<file path="src/rtl/key_pkg.sv">
// Shared constants, FSM state type and key map for the PS/2 key event decoder.
package key_pkg;

    localparam logic [7:0] KEY_EXT    = 8'hE0;
    localparam logic [7:0] KEY_BRK    = 8'hF0;
    localparam logic [7:0] KEY_IDLE   = 8'h00;
    localparam logic [7:0] KEY_BAT    = 8'hAA;
    localparam logic [7:0] KEY_ECHO   = 8'hEE;
    localparam logic [7:0] KEY_ACK    = 8'hFA;
    localparam logic [7:0] KEY_RESEND = 8'hFE;

    localparam int NUM_KEYS = 16;

    typedef enum logic [1:0] {
        ST_IDLE,
        ST_EXT,
        ST_BRK,
        ST_EXT_BRK
    } kstate_e;

    function automatic logic is_ignored(input logic [7:0] code);
        return (code == KEY_IDLE) || (code == KEY_BAT) || (code == KEY_ECHO) ||
               (code == KEY_ACK)  || (code == KEY_RESEND);
    endfunction

    // Returns {hit, index}; index is meaningless when hit is 0
    function automatic logic [4:0] key_index(input logic [7:0] code);
        logic [4:0] r;
        case (code)
            8'h1C:   r = 5'h10;
            8'h1B:   r = 5'h11;
            8'h23:   r = 5'h12;
            8'h2B:   r = 5'h13;
            8'h34:   r = 5'h14;
            8'h33:   r = 5'h15;
            8'h3B:   r = 5'h16;
            8'h42:   r = 5'h17;
            8'h4B:   r = 5'h18;
            8'h1D:   r = 5'h19;
            8'h24:   r = 5'h1A;
            8'h2C:   r = 5'h1B;
            8'h35:   r = 5'h1C;
            8'h3C:   r = 5'h1D;
            8'h44:   r = 5'h1E;
            8'h4C:   r = 5'h1F;
            default: r = 5'h00;
        endcase
        return r;
    endfunction

endpackage

</file>
<file path="src/rtl/byte_sync_filter.sv">
// Two-flop synchroniser, stability filter and change strobe for the
// asynchronous PS/2 latest-byte bus.
module byte_sync_filter #(
    parameter int STABLE_CYCLES = 4
) (
    input  logic       i_clk,
    input  logic       i_rst,
    input  logic [7:0] i_byte,
    output logic [7:0] o_byte,
    output logic       o_strobe
);

    localparam logic [3:0] CNT_MAX  = 4'(STABLE_CYCLES);
    localparam logic [3:0] CNT_LAST = 4'(STABLE_CYCLES - 1);

    logic [7:0] s1_q, s1_d;
    logic [7:0] s2_q, s2_d;
    logic [7:0] cand_q, cand_d;
    logic [7:0] acc_q, acc_d;
    logic [3:0] cnt_q, cnt_d;
    logic       strobe_q, strobe_d;

    always_comb begin
        s1_d     = i_byte;
        s2_d     = s1_q;
        cand_d   = cand_q;
        cnt_d    = cnt_q;
        acc_d    = acc_q;
        strobe_d = 1'b0;
        if (s2_q != cand_q) begin
            cand_d = s2_q;
            cnt_d  = '0;
        end else begin
            if (cnt_q != CNT_MAX) begin
                cnt_d = cnt_q + 4'd1;
            end
            // Bits may skew across the sync, so only a settled byte is taken
            if (cnt_q == CNT_LAST) begin
                acc_d    = cand_q;
                strobe_d = (cand_q != acc_q);
            end
        end
    end

    always_ff @(posedge i_clk) begin
        if (i_rst) begin
            s1_q     <= '0;
            s2_q     <= '0;
            cand_q   <= '0;
            acc_q    <= '0;
            cnt_q    <= '0;
            strobe_q <= 1'b0;
        end else begin
            s1_q     <= s1_d;
            s2_q     <= s2_d;
            cand_q   <= cand_d;
            acc_q    <= acc_d;
            cnt_q    <= cnt_d;
            strobe_q <= strobe_d;
        end
    end

    assign o_byte   = acc_q;
    assign o_strobe = strobe_q;

endmodule

</file>
<file path="src/rtl/key_event_decoder.sv">
// Scan-code set 2 prefix decoder producing key events and a held-key mask
// for the 16 synth keys.
module key_event_decoder
    import key_pkg::*;
#(
    parameter int STABLE_CYCLES = 4
) (
    input  logic                i_clk,
    input  logic                i_rst,
    input  logic [7:0]          i_key,
    output logic                o_evt_valid,
    output logic                o_evt_make,
    output logic                o_evt_ext,
    output logic [7:0]          o_evt_code,
    output logic [NUM_KEYS-1:0] o_key_mask,
    output logic                o_any_key
);

    logic [7:0] byte_w;
    logic       strobe_w;

    byte_sync_filter #(
        .STABLE_CYCLES(STABLE_CYCLES)
    ) u_filter (
        .i_clk   (i_clk),
        .i_rst   (i_rst),
        .i_byte  (i_key),
        .o_byte  (byte_w),
        .o_strobe(strobe_w)
    );

    kstate_e             state_q, state_d;
    logic                valid_q, valid_d;
    logic                make_q, make_d;
    logic                ext_q, ext_d;
    logic [7:0]          code_q, code_d;
    logic [NUM_KEYS-1:0] mask_q, mask_d;

    logic       brk_seen;
    logic       ext_seen;
    logic [4:0] map_w;

    always_comb begin
        state_d  = state_q;
        valid_d  = 1'b0;
        make_d   = make_q;
        ext_d    = ext_q;
        code_d   = code_q;
        mask_d   = mask_q;
        brk_seen = (state_q == ST_BRK) || (state_q == ST_EXT_BRK);
        ext_seen = (state_q == ST_EXT) || (state_q == ST_EXT_BRK);
        map_w    = key_index(byte_w);
        if (strobe_w) begin
            if (is_ignored(byte_w)) begin
                state_d = ST_IDLE;
            end else if (byte_w == KEY_EXT) begin
                state_d = brk_seen ? ST_EXT_BRK : ST_EXT;
            end else if (byte_w == KEY_BRK) begin
                state_d = ext_seen ? ST_EXT_BRK : ST_BRK;
            end else begin
                valid_d = 1'b1;
                make_d  = !brk_seen;
                ext_d   = ext_seen;
                code_d  = byte_w;
                state_d = ST_IDLE;
                // Extended codes alias base codes, so they stay off the mask
                if (!ext_seen && map_w[4]) begin
                    mask_d[map_w[3:0]] = !brk_seen;
                end
            end
        end
    end

    always_ff @(posedge i_clk) begin
        if (i_rst) begin
            state_q <= ST_IDLE;
            valid_q <= 1'b0;
            make_q  <= 1'b0;
            ext_q   <= 1'b0;
            code_q  <= '0;
            mask_q  <= '0;
        end else begin
            state_q <= state_d;
            valid_q <= valid_d;
            make_q  <= make_d;
            ext_q   <= ext_d;
            code_q  <= code_d;
            mask_q  <= mask_d;
        end
    end

    assign o_evt_valid = valid_q;
    assign o_evt_make  = make_q;
    assign o_evt_ext   = ext_q;
    assign o_evt_code  = code_q;
    assign o_key_mask  = mask_q;
    assign o_any_key   = |mask_q;

endmodule

</file>
<file path="config.mk">
export PLATFORM = sky130hd
export DESIGN_NAME = key_event_decoder
export DESIGN_NICKNAME = d
export VERILOG_FILES = /design/src/rtl/key_pkg.sv /design/src/rtl/byte_sync_filter.sv /design/src/rtl/key_event_decoder.sv
export SDC_FILE = /design/constraint.sdc
export NUM_CORES = 1
export LEC_CHECK = 0
export CORE_MARGIN = 2
export CORE_UTILIZATION = 50
export DETAILED_ROUTE_END_ITERATION = 8
export PLACE_DENSITY = 0.73
export RECOVER_POWER = 50
export SYNTH_ARGS = -nofsm -noshare
export SYNTH_HDL_FRONTEND = slang
export SYNTH_SLANG_ARGS = --single-unit
</file>
<file path="constraint.sdc">
create_clock -name i_clk -period 3 [get_ports i_clk]
set_clock_uncertainty 0.2 [all_clocks]
set_input_delay 0.75 -clock i_clk [delete_from_list [all_inputs] [get_ports i_clk]]
set_output_delay 0.75 -clock i_clk [all_outputs]
set_load 0.02 [all_outputs]
</file>
==> results of run 1 <==
stage by stage:
step / std cells / setup slack, ns / power, mW / instance area [um^2]
finish: 414 / 0.2343 / 1.777 / 3510
global route: 414 / 0.06465 / 1.830 / 3510
CTS: 414 / 0.2620 / 1.792 / 3527
detailed placement: 399 / 0.4095 / 0.9750 / 3311
global placement: 399 / 0.4859 / 0.9737 / 3311
floorplan: 307 / 0.9554 / 0.9550 / 2943
logic make-up after synthesis:
group                      share of synthesized area [%]
xor gates and xnor gates                           5.357
buffers and inverters                              4.762
muxes                                              5.442
DFF                                                44.90
and+or+nand+nor                                    23.26
AOI/OAI and AO/OA                                  15.43
adders and majority gates                         0.8502
layout by cell type, fill, tap and decap left out, types with 4 or more instances in the layout:
| cell type | Yosys | final |
|---|---|---|
| xnor2_1 | 10 | 10 |
| xor2_1 | 8 | 8 |
| clkbuf_8 | 0 | 10 |
| a31oi_1 | 14 | 14 |
| nand2b_1 | 4 | 4 |
| inv_1 | 6 | 6 |
| dlygate4sd3_1 | 0 | 4 |
| nand4_1 | 5 | 5 |
| nor4_1 | 7 | 7 |
| mux2i_1 | 16 | 16 |
| a211oi_1 | 15 | 15 |
| dfxtp_1 | 66 | 66 |
| nand3_1 | 7 | 7 |
| a311oi_1 | 4 | 4 |
| clkdlybuf4s50_1 | 0 | 32 |
| nor2b_1 | 26 | 26 |
| nor3_1 | 5 | 5 |
| a21oi_1 | 10 | 10 |
| nor2_1 | 40 | 40 |
area by class of cell:
class                           count  area [um^2]  area share [%]
Multi-Input combinational cell    214         1473           41.96
Sequential cell                    66         1321           37.65
Timing Repair Buffer               41        386.6           11.02
Clock buffer                       10        137.6           3.922
Tap cell                           72        90.09           2.567
Clock inverter                      5        78.83           2.246
Inverter                            6        22.52          0.6417
layer usage:
layer	track usage [%]	vias to the layer above
li1	-	1164
met1	26.99	1057
met2	29.25	63
met3	5.169	17
met4	11.02	0
met5	0	-
final timing paths:
kind,start,end,slack (ns),cells after the start
min,u_filter.s1_q[4],u_filter.s2_q[4],0.24,1
max reg2reg,u_filter.o_byte[0],o_evt_code[3],0.23,5
min reg2reg,u_filter.s1_q[4],u_filter.s2_q[4],0.24,1
max,u_filter.o_byte[0],o_evt_code[3],0.23,5
worst reg2reg max path: cells and delay by family (launching register included):
family / cells / cell delay, ns
and+or+nand+nor: 2 / 0.74
DFF: 1 / 0.48
AOI/OAI and AO/OA: 1 / 0.48
buffers and inverters: 1 / 0.48
muxes: 1 / 0.24
flip-flops by register name (all words and copies together), names as in the netlist:
register and cells:
u_filter.o_strobe 1, o_evt_ext 1, u_filter.cnt_q 4, o_evt_make 1, u_filter.s2_q 8, o_evt_code 8
o_key_mask 16, u_filter.s1_q 8, o_evt_valid 1, u_filter.o_byte 8, u_filter.cand_q 8, state_q 2
power breakdown:
group          switching [mW]  internal, mW  leakage [nW]
combinational          0.0260        0.0290         0.685
clock                   0.339         0.484         0.112
sequential            0.00848         0.890         0.536
==> results.yml, run 1 <==
logic_synthesis:
  synthesis.area_um2: 2943
  netlist_top_cells_area: "dfxtp_1 (45%), nor2b_1 (5.5%), mux2i_1 (5.4%)"
  async_flop_share_pct: 0
  syn_avg_cell_area_um2: 9.586
  synth_nets: 319
  synth_common_cells: "dfxtp_1 (66), nor2_1 (40), nor2b_1 (26)"
  yosysSeqAreaShare_pct: 44.90
  synth.most_common_cell: "dfxtp_1"
  synth_edf_count: 0
  yosysTopAreaCell: "dfxtp_1"
  synth_cells: 307
  synthDistinctLibCells: 49
  synth_top_cell_area_share_pct: 44.90
  synthFlopType: "dfxtp_1"
  yosys_warnings: 0
  synth_seq_cells: 66
global_routing:
  grt_pass1_vias: 2101
  track_usage_pct: 20.05
  grt_max_degree: 26
  grt_pass1_wl_um: 9963
  grt_overflow: 0
  antenna_found_initial: 0
sta:
  fmax_ghz: 0.3616
  slew_viol_final: 0
  tightestPinTransition_ns: 0.9806
  period_minus_slack_ns: 2.766
  fin_crit_sh_pct: 92.19
  fin_hold_ws_ns: 0.2424
  tns_ns: 0
  max_slew_margin_pct: 34.63
  hold_viol_final: 0
  rsz0062_at_grt: "false"
  setup_viol: 0
routing:
  vias: 2301
  drt-vias-per-instance: 5.558
  wl_per_cell_um: 14.67
  drt_first_pass_iters: 4
  drc_errors: 0
  dr_wl_met2_um: 2659
  drt_wl_total_um: 6075
  drt_iter0_drc: 200
  ant_nets: 0
  top_layer_used: "met4"
  routed-wl-met3_um: 289
  met1_length_um: 2969
floorplan:
  start_util_pct: 52.48
  die_h_um: 80.72
  die_x_um: 80.72
  core.rowCount: 27
  core_area_um2: 5608
  io_pins: 38
  dieArea_um2: 6515
clock_network:
  postCtsSetupBuffers: 0
  cts-root-buf: "clkbuf_8"
  tritoncts: "built"
  clockBufferDepth: 2
  cts_max_level: 3
  clk_transition_reported_paths_ns: 0.07
  cts_buffers: 9
  clk_latency_ns: 0.34
  clock_sinks: 66
  cts_hold_buf: 0
  cts_resized: 0
critical_path:
  crit_type: "register to register"
  path_buf_inv: 1
  worstPathMaxFanout: 17
  path_cells: "or4_1, o211ai_1, clkbuf_1, mux2i_1, nor2_1"
  start_kind: "register"
  cpMaxStageDelayCell: "or4_1"
  crit_arrival_ns: 2.76
  critPathRequiredTime_ns: 2.99
  setup.worst_path.end_class: "register"
  slowest_delay_ns: 0.67
  path_delay_family: "simple AND/OR/NAND/NOR gates"
layout:
  drive_above_1_share_pct: 8.480
  antenna_cells: 0
  fin_nets: 350
  syn_to_final_growth_pct: 19.26
  fillers: 506
  final_util_pct: 62.58
power_and_ir_drop:
  p_per_area_nw_per_um2: 506.3
  ir_drop_uv: 439.4
  p_leak_nw: 1.332
status:
  status: "finished, final reports clean"
min_path:
  hold_path_class: "register to register"
flow_run:
  drv_cap: 0
placed_design:
  dp_hpwl_um: 4129
  gp_congestion: 0.8183
  io_buffers: 37
Power figures use the tool's default switching activity.
==> run 2: changes to the inputs <==
--- a/config.mk
+++ b/config.mk
@@ -13,3 +13,4 @@
 export SYNTH_ARGS = -nofsm -noshare
 export SYNTH_HDL_FRONTEND = slang
 export SYNTH_SLANG_ARGS = --single-unit
+export TNS_END_PERCENT = 1
==> results of run 2 <==
No change in the layout: final DEF, timing and power equal those of run 1.
==> run 3: changes to the inputs <==
--- a/config.mk
+++ b/config.mk
@@ -8,6 +8,7 @@
 export CORE_MARGIN = 2
 export CORE_UTILIZATION = 50
 export DETAILED_ROUTE_END_ITERATION = 8
+export GPL_ROUTABILITY_DRIVEN = 0
 export PLACE_DENSITY = 0.73
 export RECOVER_POWER = 50
 export SYNTH_ARGS = -nofsm -noshare
==> results of run 3 <==
No change in the layout: final DEF, timing and power equal those of run 1.
